<file path="src/rtl/timecode_tx.sv">
// Minute-frame pulse time-code transmitter: one pulse per second (short=0, long=1),
// no pulse in second 59, with a one-frame holding buffer for back-to-back minutes.
module timecode_tx #(
  parameter int unsigned MS_DIV     = 50000,
  parameter int unsigned MS_PER_SEC = 1000,
  parameter int unsigned ZERO_MS    = 100,
  parameter int unsigned ONE_MS     = 200
) (
  input  logic        clk,
  input  logic        rst,
  input  logic [58:0] frame,
  input  logic        frame_valid,
  output logic        frame_ready,
  output logic        tc_out,
  output logic [7:0]  second,
  output logic        m_bit,
  output logic        busy
);

  localparam int unsigned DIV_W   = (MS_DIV > 1) ? $clog2(MS_DIV) : 1;
  localparam int unsigned MS_W    = $clog2(MS_PER_SEC);
  localparam int unsigned SEC_W   = 8;
  localparam int unsigned FRAME_W = 59;

  localparam logic [DIV_W-1:0] DIV_LAST = DIV_W'(MS_DIV - 1);
  localparam logic [MS_W-1:0]  MS_LAST  = MS_W'(MS_PER_SEC - 1);
  localparam logic [MS_W-1:0]  ZERO_T   = MS_W'(ZERO_MS);
  localparam logic [MS_W-1:0]  ONE_T    = MS_W'(ONE_MS);
  localparam logic [SEC_W-1:0] LAST_BIT = SEC_W'(58);

  typedef enum logic [1:0] {S_IDLE, S_SEND, S_MARK} state_t;

  state_t             r_state, w_nxt_state;
  logic [DIV_W-1:0]   r_div_cnt, w_nxt_div, w_adv_div;
  logic [MS_W-1:0]    r_ms_cnt, w_nxt_ms, w_adv_ms;
  logic [SEC_W-1:0]   r_second, w_nxt_sec;
  logic [FRAME_W-1:0] r_active, w_nxt_active;
  logic [FRAME_W-1:0] r_pending, w_nxt_pending;
  logic               r_pend_vld, w_nxt_pend_vld;
  logic               r_tc_out, r_m_bit, r_busy, r_frame_ready;
  logic               w_accept, w_ms_tick, w_sec_end, w_bit, w_nxt_tc;
  logic [63:0]        w_bits;
  logic [MS_W-1:0]    w_thresh;

  assign w_accept  = frame_valid & r_frame_ready;
  assign w_ms_tick = (r_div_cnt == DIV_LAST);
  assign w_sec_end = w_ms_tick && (r_ms_cnt == MS_LAST);
  assign w_adv_div = w_ms_tick ? '0 : r_div_cnt + DIV_W'(1);
  assign w_adv_ms  = !w_ms_tick ? r_ms_cnt :
                     (r_ms_cnt == MS_LAST) ? '0 : r_ms_cnt + MS_W'(1);

  // Next-state logic; outputs are then derived from the next-state values so they register in step.
  always_comb begin
    w_nxt_state    = r_state;
    w_nxt_div      = r_div_cnt;
    w_nxt_ms       = r_ms_cnt;
    w_nxt_sec      = r_second;
    w_nxt_active   = r_active;
    w_nxt_pending  = r_pending;
    w_nxt_pend_vld = r_pend_vld;
    case (r_state)
      S_IDLE: begin
        w_nxt_div = '0;
        w_nxt_ms  = '0;
        w_nxt_sec = '0;
        if (w_accept) begin
          w_nxt_active = frame;
          w_nxt_state  = S_SEND;
        end
      end
      S_SEND: begin
        w_nxt_div = w_adv_div;
        w_nxt_ms  = w_adv_ms;
        if (w_sec_end) begin
          w_nxt_sec = r_second + SEC_W'(1);
          if (r_second == LAST_BIT) w_nxt_state = S_MARK;
        end
        if (w_accept) begin
          w_nxt_pending  = frame;
          w_nxt_pend_vld = 1'b1;
        end
      end
      S_MARK: begin
        w_nxt_div = w_adv_div;
        w_nxt_ms  = w_adv_ms;
        if (w_sec_end) begin
          w_nxt_sec = '0;
          if (r_pend_vld) begin
            w_nxt_active   = r_pending;
            w_nxt_pend_vld = 1'b0;
            w_nxt_state    = S_SEND;
          end else if (w_accept) begin
            w_nxt_active = frame;
            w_nxt_state  = S_SEND;
          end else begin
            w_nxt_state = S_IDLE;
          end
        end else if (w_accept) begin
          w_nxt_pending  = frame;
          w_nxt_pend_vld = 1'b1;
        end
      end
      default: begin
        w_nxt_state = S_IDLE;
        w_nxt_div   = '0;
        w_nxt_ms    = '0;
        w_nxt_sec   = '0;
      end
    endcase
    w_bits   = 64'(w_nxt_active);
    w_bit    = w_bits[w_nxt_sec[5:0]];
    w_thresh = w_bit ? ONE_T : ZERO_T;
    w_nxt_tc = (w_nxt_state == S_SEND) && (w_nxt_ms < w_thresh);
  end

  always_ff @(posedge clk) begin
    if (rst) begin
      r_state       <= S_IDLE;
      r_div_cnt     <= '0;
      r_ms_cnt      <= '0;
      r_second      <= '0;
      r_active      <= '0;
      r_pending     <= '0;
      r_pend_vld    <= 1'b0;
      r_tc_out      <= 1'b0;
      r_m_bit       <= 1'b0;
      r_busy        <= 1'b0;
      r_frame_ready <= 1'b1;
    end else begin
      r_state       <= w_nxt_state;
      r_div_cnt     <= w_nxt_div;
      r_ms_cnt      <= w_nxt_ms;
      r_second      <= w_nxt_sec;
      r_active      <= w_nxt_active;
      r_pending     <= w_nxt_pending;
      r_pend_vld    <= w_nxt_pend_vld;
      r_tc_out      <= w_nxt_tc;
      r_m_bit       <= (w_nxt_state == S_MARK);
      r_busy        <= (w_nxt_state != S_IDLE);
      r_frame_ready <= ~w_nxt_pend_vld;
    end
  end

  assign frame_ready = r_frame_ready;
  assign tc_out      = r_tc_out;
  assign second      = r_second;
  assign m_bit       = r_m_bit;
  assign busy        = r_busy;

endmodule

</file>
<file path="config.mk">
export PLATFORM = sky130hd
export DESIGN_NAME = timecode_tx
export DESIGN_NICKNAME = d
export VERILOG_FILES = /design/src/rtl/timecode_tx.sv
export SDC_FILE = /design/constraint.sdc
export NUM_CORES = 1
export LEC_CHECK = 0
export ABC_AREA = 0
export CORE_ASPECT_RATIO = 1.4
export CORE_MARGIN = 1.5
export CORE_UTILIZATION = 50
export DETAILED_ROUTE_END_ITERATION = 7
export PLACE_DENSITY = 0.71
export SYNTH_ARGS = -nofsm -noshare
export SYNTH_HDL_FRONTEND = slang
export SYNTH_SLANG_ARGS = --single-unit
</file>
<file path="constraint.sdc">
create_clock -name clk -period 7.8 [get_ports clk]
set_input_delay 1.95 -clock clk [delete_from_list [all_inputs] [get_ports clk]]
set_output_delay 1.95 -clock clk [all_outputs]
set_load 0.1 [all_outputs]
</file>
Word-level counts from Yosys, hierarchy flattened
Cells that the tools add are included.
{"block": "classes", "n_addsub": 3, "n_lt_le_gt_ge": 2, "eq_ne": 10, "muxes": 26, "bitwise": 3, "reduce_logical": 9}
{"cell": "$mux W59", "count": 5}
{"cell": "$pmux W59 S2", "count": 2}
{"cell": "$mux W10", "count": 3}
{"cell": "$mux W8", "count": 3}
{"cell": "$add A16 B1 Y16 const B", "count": 1}
{"cell": "$eq A16 B16 Y1 const B", "count": 1}
{"cell": "$pmux W8 S2", "count": 1}
{"cell": "$add A10 B1 Y10 const B", "count": 1}
{"cell": "$eq A10 B10 Y1 const B", "count": 1}
{"cell": "$lt A10 B8 Y1", "count": 1}
{"cell": "$add A8 B1 Y8 const B", "count": 1}
{"cell": "$eq A8 B6 Y1 const B", "count": 1}
{"cell": "$mux W2", "count": 4}
{"cell": "$lt A6 B7 Y1 const B", "count": 1}
{"cell": "$bmux W1 S6", "count": 1}
{"cell": "$ne A2 B2 Y1 const B", "count": 3}
{"cell": "$pmux W2 S3", "count": 1}
{"cell": "$mux W1", "count": 5}
{"cell": "$eq A2 B1 Y1 const B", "count": 2}
{"cell": "$eq A2 B2 Y1 const B", "count": 2}
{"cell": "$reduce_and A2 Y1", "count": 2}
{"cell": "$reduce_bool A2 Y1", "count": 2}
{"cell": "$reduce_or A3 Y1", "count": 1}
{"cell": "$logic_and A1 B1 Y1", "count": 2}
{"cell": "5 further kinds", "count": 6}
{"block": "totals", "reg_bits": 159, "input_bits": 62, "output_inout_bits": 12, "wordCells": 65}

Longest topological paths before layout
Gate-level depths: netlist (run 1).
{"block": "logic_depth", "ltp_word": 10, "depth_mapped": 26, "ltp_nobuf": 22}

Worst setup path after synthesis (run 1)
No wires, ideal clock.
{"block": "synth_path", "path_kind": "input to register", "from": "in frame_valid", "to": "reg r_tc_out (netlist: tc_out)", "setup_ns": 0.074, "arrival_ns": 5.052, "t_required_ns": 7.726, "slack_ns": 2.674, "stages": 18, "path_buffers": 2, "path_cell_list": "and2_1 > clkbuf_2 > nor2_1 > a31o_2 > clkbuf_1 > a22o_1 > nor3_1 > a2111oi_0 > a211o_1 > a211oi_1 > o32ai_2 > inv_1 > ha_1 > o21bai_1 > a21oi_1 > o2111ai_1 > nand2b_1 > o22ai_2"}
{"block": "synth_between", "elab_chain_len": 10, "elab_cells_between_ends": 16, "cone_classes": "order compare: 1; eq/ne: 1; mux: 12; bitwise: 1; reduce/logical: 1"}
{"element": "start: declaration", "line": "12", "source": "input logic frame_valid,"}
{"element": "$and A1 B1 Y1 *", "line": "45", "source": "assign w_accept = frame_valid & r_frame_ready;"}
{"element": "$mux W59", "line": "66, 92"}
{"element": "$mux W59", "line": "88", "source": "if (r_pend_vld) begin"}
{"element": "$mux W59", "line": "86", "source": "if (w_sec_end) begin"}
{"element": "$pmux W59 S2", "line": "61", "source": "case (r_state)"}
{"element": "$bmux W1 S6", "line": "111", "source": "w_bit = w_bits[w_nxt_sec[5:0]];"}
{"element": "$mux W1 (implied by the code)", "line": "111"}
{"element": "$mux W8", "line": "112", "source": "w_thresh = w_bit ? ONE_T : ZERO_T;"}
{"element": "$lt A10 B8 Y1", "line": "113", "source": "w_nxt_tc = (w_nxt_state == S_SEND) && (w_nxt_ms < w_thresh);"}
{"element": "$logic_and A1 B1 Y1 *", "line": "113"}
{"element": "end signal: assignment", "line": "137", "source": "r_tc_out <= w_nxt_tc;"}
{"element": "end: declaration", "line": "40", "source": "logic r_tc_out, r_m_bit, r_busy, r_frame_ready;"}
Every way passes the cells marked *; elsewhere a longest branch is shown, timed or not. The select of a mux whose other input is x is not followed.
A chain may end at the register's enable or synchronous reset.

Final worst setup path (run 1)
{"block": "layout_path", "from": "reg r_ms_cnt[0]", "to": "reg r_tc_out (netlist: tc_out)"}
{"block": "layout_between", "elab_chain_len": 9, "elab_cells_between_ends": 20, "cone_classes": "add/sub: 1; order compare: 1; eq/ne: 2; mux: 14; reduce/logical: 2"}
{"element": "start: declaration", "line": "35", "source": "logic [MS_W-1:0] r_ms_cnt, w_nxt_ms, w_adv_ms;"}
{"element": "start signal: assignment", "line": "132", "source": "r_ms_cnt <= w_nxt_ms;"}
{"element": "$eq A10 B10 Y1", "line": "47, 50"}
{"element": "$logic_and A1 B1 Y1", "line": "47", "source": "assign w_sec_end = w_ms_tick && (r_ms_cnt == MS_LAST);"}
{"element": "$mux W59, or another cell as far along", "line": "86"}
{"element": "$pmux W59 S2 or $pmux W8 S2 (tied branches)", "line": "61"}
{"element": "$bmux W1 S6", "line": "111"}
{"element": "$mux W1 (implied by the code)", "line": "111"}
{"element": "$mux W8", "line": "112"}
{"element": "$lt A10 B8 Y1", "line": "113"}
{"element": "$logic_and A1 B1 Y1 *", "line": "113"}
Marks and branches as above.

==> flow_summary.json, run 1 <==
{
  "status": "finished, violations left",
  "violations": "design-rule violations",
  "dp_slack_ns": 1.282,
  "drt-wirelength-per-cell_um": 18.76,
  "netSwitchingPower_uw": 526.7,
  "drt_iter0_markers": 857,
  "power.share.sequential_pct": 43.7,
  "powerDensity_nw_per_um2": 217.4,
  "clock-root-buffer": "clkbuf_16",
  "die_area_um2": 16490,
  "synth-edff-count": 0,
  "switching_share_pct": 26.25,
  "slew_viol_final": 0,
  "synth_warnings": 0,
  "power_frac_comb_pct": 13.1,
  "placed_area_um2": 8616,
  "ir_drop_v": 0.0001448,
  "n_antenna_cell": 0,
  "synth-main-ff-cell": "dfxtp_1",
  "max_freq_ghz": 0.1557,
  "via_per_inst": 6.279,
  "avgSynthCellArea_um2": 7.945,
  "initial_utilization_pct": 50.78,
  "cts_resized": 0,
  "drv_cap": 0,
  "fin_util_pct": 59.66,
  "finClkSkew_ns": 0.007094,
  "finalNetCount": 1090,
  "first_global_vias": 7133,
  "p_clk_share_pct": 43.2,
  "cp-end-kind": "register",
  "synth_cells": 989,
  "routed_wirelength_um": 22980,
  "cp.required_ns": 8.15,
  "grt_pass1_wl_um": 35920,
  "hold_violations": 0,
  "slew_headroom_pct": 28.25,
  "setup_viol": 0,
  "p_total_mw": 2.007,
  "area_growth_pct": 17.48,
  "dr_total_vias": 7692,
  "whs_path_depth": 1,
  "final_cells": 1225,
  "place_congestion": 0.8975,
  "htreeDepth": 4,
  "dr.pass1.iters": 8,
  "hold_class": "register to register",
  "finalCritPeriodShare_pct": 82.36,
  "post_cts_buffers": 0,
  "synth_cell_type_count": 76,
  "fp.coreArea_um2": 15470,
  "cts_tree": "done",
  "ys_seq_elements": 159,
  "hold_buffers": 0,
  "track_usage_pct": 28.12,
  "drc": 2,
  "crit_fanout": 23,
  "cts_buffers": 17,
  "antenna_found_initial": 0,
  "async_reset_ff_share_pct": 0,
  "setup_tns_ns": 0,
  "reg2reg_depth": 24,
  "p_int_mw": 1.480,
  "fin_hold_ws_ns": 0.4419,
  "clk_latency_ns": 0.42,
  "postSynthNetCount": 1063,
  "critPathLaunchType": "register",
  "ys_seq_area_share_pct": 40.51,
  "grt_max_degree": 83,
  "final_layout_size_suffix_gt1_share_pct": 6.803,
  "die_w_um": 109.0,
  "fp.dieH_um": 151.3,
  "clockBufferDepth": 2,
  "synth.cell_area_um2": 7858,
  "arrival_ns": 6.77,
  "worst_pin_slew_ns": 1.073,
  "io_buffers": 73,
  "setup_ws_ns": 1.376,
  "dp_cells": 1193,
  "min_period_ns": 6.424,
  "final_area_um2": 9231,
  "rows": 54,
  "rsz0062_at_grt": "false",
  "ios": 74,
  "postRouteAntennaNets": 0,
  "clock-sinks": 159,
  "p_leak_nw": 3.232,
  "dp_hpwl_um": 15010,
  "clkSlewWorstSetupHoldPaths_ns": 0.06,
  "overflow": 0,
  "path_class": "register to register"
}
[synthesized netlist by cell type, drive strengths merged (13+ instances only)]
| master | number | area share (%) |
|---|---|---|
| nor2 | 106 | 5.1 |
| and3 | 21 | 1.7 |
| o21ai | 31 | 2.0 |
| nand3 | 24 | 1.5 |
| a21oi | 104 | 6.7 |
| a222oi | 36 | 4.6 |
| nor3 | 21 | 1.4 |
| a22oi | 13 | 1.2 |
| buf | 24 | 1.8 |
| dfxtp | 159 | 41 |
| nand2 | 192 | 9.2 |
| clkbuf | 54 | 2.6 |
[cell type report]
type | instances | area [um^2]
clock inverters | 12 | 158.9
well taps | 196 | 245.2
fillers | 1390 | 6241
multi-input cells | 740 | 4317
repair buffers | 86 | 825.8
clock buffers | 20 | 456.7
flip-flops and latches | 159 | 3183
inverters | 12 | 45.04
[final timing paths]
path             endpoint  slack (ns)    startpoint
max                tc_out        1.38   r_ms_cnt[0]
min          r_div_cnt[0]        0.44  r_div_cnt[0]
max reg2reg        tc_out        1.38   r_ms_cnt[0]
min reg2reg  r_div_cnt[0]        0.44  r_div_cnt[0]
[cells in the final DEF, fill, tap and decap left out, types with 6 or more instances in the layout]
| cell type | count |
|---|---|
| ha_1 | 12 |
| dfxtp_1 | 159 |
| clkdlybuf4s50_1 | 72 |
| nor3_1 | 20 |
| nand2b_1 | 8 |
| a222oi_1 | 36 |
| a221o_1 | 8 |
| nand3_1 | 24 |
| xor2_1 | 10 |
| and4_1 | 6 |
| xnor2_1 | 10 |
| clkbuf_16 | 17 |
| o21ai_0 | 29 |
| or3_1 | 6 |
| a221oi_1 | 12 |
| mux2i_1 | 7 |
| mux2_2 | 6 |
| a31oi_1 | 6 |
| and2_1 | 9 |
| and3_1 | 21 |
| a22oi_1 | 13 |
| nand4_1 | 6 |
| inv_1 | 11 |
| a211oi_1 | 7 |
| nor2_1 | 105 |
| buf_4 | 14 |
| nand2_1 | 190 |
| a22o_1 | 8 |
| a21oi_1 | 103 |
[power groups by stage]
stage                     Combinational (mW)  Clock (mW)  Sequential [mW]
after global routing                   0.285       0.907            0.881
after detailed placement               0.258           0            0.894
final                                  0.262       0.867            0.878
after CTS                              0.260       0.880            0.877
after floorplan                        0.166           0            0.900
after global placement                 0.256           0            0.894
[state kept, by name, summed over array words and instances, names as in the netlist, 2 cells and up]
name,flops
r_pending,59
r_ms_cnt,10
r_state,2
second,8
r_active,59
r_div_cnt,16
[worst max-delay path, cell delays in order (launching register included)]
cell	delay [ns]
dfxtp_1	0.38
ha_1	0.26
nand2_2	0.12
or4_1	0.84
nor2_2	0.17
buf_4	0.33
inv_2	0.25
ha_1	0.34
inv_1	0.04
a22oi_1	0.20
nand2b_1	0.55
buf_4	0.36
a221o_1	0.15
a21oi_1	0.05
a2111oi_0	0.40
nor4_1	0.13
and4_1	0.20
o32ai_2	0.42
inv_1	0.14
ha_1	0.21
o21bai_1	0.15
a21oi_1	0.16
o2111ai_1	0.15
nand2b_1	0.20
o22ai_2	0.11
[per-layer routing]
metal / share of wire, % / GRT usage [%]
met1: 41 / 34.01
met2: 49 / 47.34
met3: 6.5 / 5.293
met4: 3.4 / 13.75
met5: 0 / 0
[cell families (layout without fill, tap and decap cells)]
group           count (synthesis)  after routing  synth area share, %
xor+xnor                       20             20                2.229
buf+inv                        90            130                4.920
compound gates                272            272                24.05
fa+ha+maj                      12             12                1.911
simple gates                  423            423                24.63
mux                            13             13                1.752
flops                         159            159                40.51
Note: power is estimated with default switching activity, not from simulation.
==> inputs of run 2 (changes only) <==
==> constraint.sdc (replaced) <==
create_clock -name clk -period 5.95 [get_ports clk]
set_input_delay 1.4875 -clock clk [delete_from_list [all_inputs] [get_ports clk]]
set_output_delay 1.4875 -clock clk [all_outputs]
set_load 0.1 [all_outputs]
==> flow_summary.json, run 2 (synthesis results as in run 1) <==
{
  "status": "complete, no violations",
  "arrival_ns": 5.74,
  "cp-end-kind": "register",
  "finalNetCount": 1105,
  "dp_slack_ns": 0.2139,
  "post_cts_buffers": 0,
  "place_congestion": 0.8855,
  "drt_iter0_markers": 1084,
  "initial_utilization_pct": 50.78,
  "dp_hpwl_um": 16010,
  "powerDensity_nw_per_um2": 286.0,
  "path_class": "input pin to register",
  "slew_headroom_pct": 33.97,
  "cp.required_ns": 6.32,
  "setup_ws_ns": 0.5788,
  "dp_cells": 1208,
  "first_global_vias": 7131,
  "finalCritPeriodShare_pct": 90.27,
  "reg2reg_depth": 21,
  "final_cells": 1240,
  "io_buffers": 73,
  "clock-root-buffer": "clkbuf_16",
  "clock-sinks": 159,
  "min_period_ns": 5.371,
  "postRouteAntennaNets": 0,
  "ios": 74,
  "critPathLaunchType": "input pin",
  "via_per_inst": 6.266,
  "n_antenna_cell": 0,
  "final_common_cell": "nand2_1",
  "setup_tns_ns": 0,
  "die_area_um2": 16490,
  "fin_hold_ws_ns": 0.4493,
  "clockBufferDepth": 2,
  "area_growth_pct": 19.19,
  "die_w_um": 109.0,
  "rows": 54,
  "crit_path_max_incr_delay_ns": 0.60,
  "cts_resized": 0,
  "cpMaxStageDelayCell": "a2111oi_0",
  "track_usage_pct": 29.29,
  "worst_pin_slew_ns": 0.9873,
  "slew_viol_final": 0,
  "drc": 0,
  "dr.pass1.iters": 8,
  "hold_violations": 0,
  "final_layout_size_suffix_gt1_share_pct": 7.854,
  "finClkSkew_ns": 0.007414,
  "drv_cap": 0,
  "cts_tree": "done",
  "htreeDepth": 4,
  "fillers": 1374,
  "top_regs": "r_active x59, r_pending x59, r_div_cnt x16",
  "cts_buffers": 17,
  "crit_fanout": 18,
  "grt_max_degree": 78,
  "crit_chain": "clkdlybuf4s50_1 -> nand2_1 -> or3_1 -> o31ai_4 -> buf_12 -> a222oi_1 -> a2111oi_0 -> nor4_1 -> and4_1 -> o32ai_2 -> inv_1 -> ha_1 -> o21bai_1 -> a21oi_1 -> o2111ai_1 -> nand2b_1 -> o22ai_2",
  "hold_buffers": 0,
  "antenna_found_initial": 0,
  "dr_total_vias": 7770,
  "fp.dieH_um": 151.3,
  "drt-wirelength-per-cell_um": 19.18,
  "grt_pass1_wl_um": 37160,
  "ir_drop_v": 0.0001654,
  "max_freq_ghz": 0.1862,
  "fp.coreArea_um2": 15470,
  "fin_util_pct": 60.53,
  "setup_viol": 0,
  "clk_latency_ns": 0.44,
  "whs_path_depth": 2,
  "clkSlewWorstSetupHoldPaths_ns": 0.06,
  "layout_common_cells": "190 x nand2_1, 159 x dfxtp_1, 105 x nor2_1",
  "p_leak_nw": 3.305,
  "routed_wirelength_um": 23790,
  "rsz0062_at_grt": "false",
  "overflow": 0,
  "hold_class": "register to register"
}
==> run 2: per-stage QoR <==
step	total power [mW]	area (um^2)
finish	2.679	9365
global route	2.769	9365
CTS	2.686	9365
detailed placement	1.524	8741
global placement	1.520	8741
floorplan	1.398	7858
==> run 2: worst paths after layout <==
path | startpoint | endpoint | slack [ns]
max | frame_valid | tc_out | 0.58
min | r_pending[54] | r_pending[54] | 0.45
max reg2reg | r_ms_cnt[0] | tc_out | 0.73
min reg2reg | r_pending[54] | r_pending[54] | 0.45
==> run 2: power breakdown <==
part	leakage, nW	switching [mW]	internal (mW)
clock network	0.294	0.445	0.725
logic	1.72	0.213	0.145
registers	1.29	0.0325	1.12
==> run 2: area by class of cell <==
type / instances / area [um^2] / area share (%)
inverter: 12 / 45.04 / 0.4810
tap: 196 / 245.2 / 2.619
sequential: 159 / 3183 / 33.99
multi-input combinational: 740 / 4317 / 46.09
clock inverter: 9 / 156.4 / 1.670
timing repair buffer: 101 / 950.9 / 10.15
clock buffer: 23 / 467.9 / 4.997
==> run 2: metal layers <==
| metal | vias up | part of all wire (%) | track usage, % | wire length [um] |
|---|---|---|---|---|
| li1 | 3672 | - | - | - |
| met1 | 3684 | 41 | 35.41 | 9721 |
| met2 | 341 | 48 | 48.66 | 11360 |
| met3 | 73 | 6.8 | 5.336 | 1614 |
| met4 | 0 | 4.6 | 16.05 | 1091 |
| met5 | - | 0 | 0 | 0 |
==> run 2: worst max-delay path, delay by kind of cell <==
family / cells / cell delay (ns)
compound gates: 8 / 2.17
buf+inv: 3 / 0.88
simple gates: 5 / 0.99
fa+ha+maj: 1 / 0.20
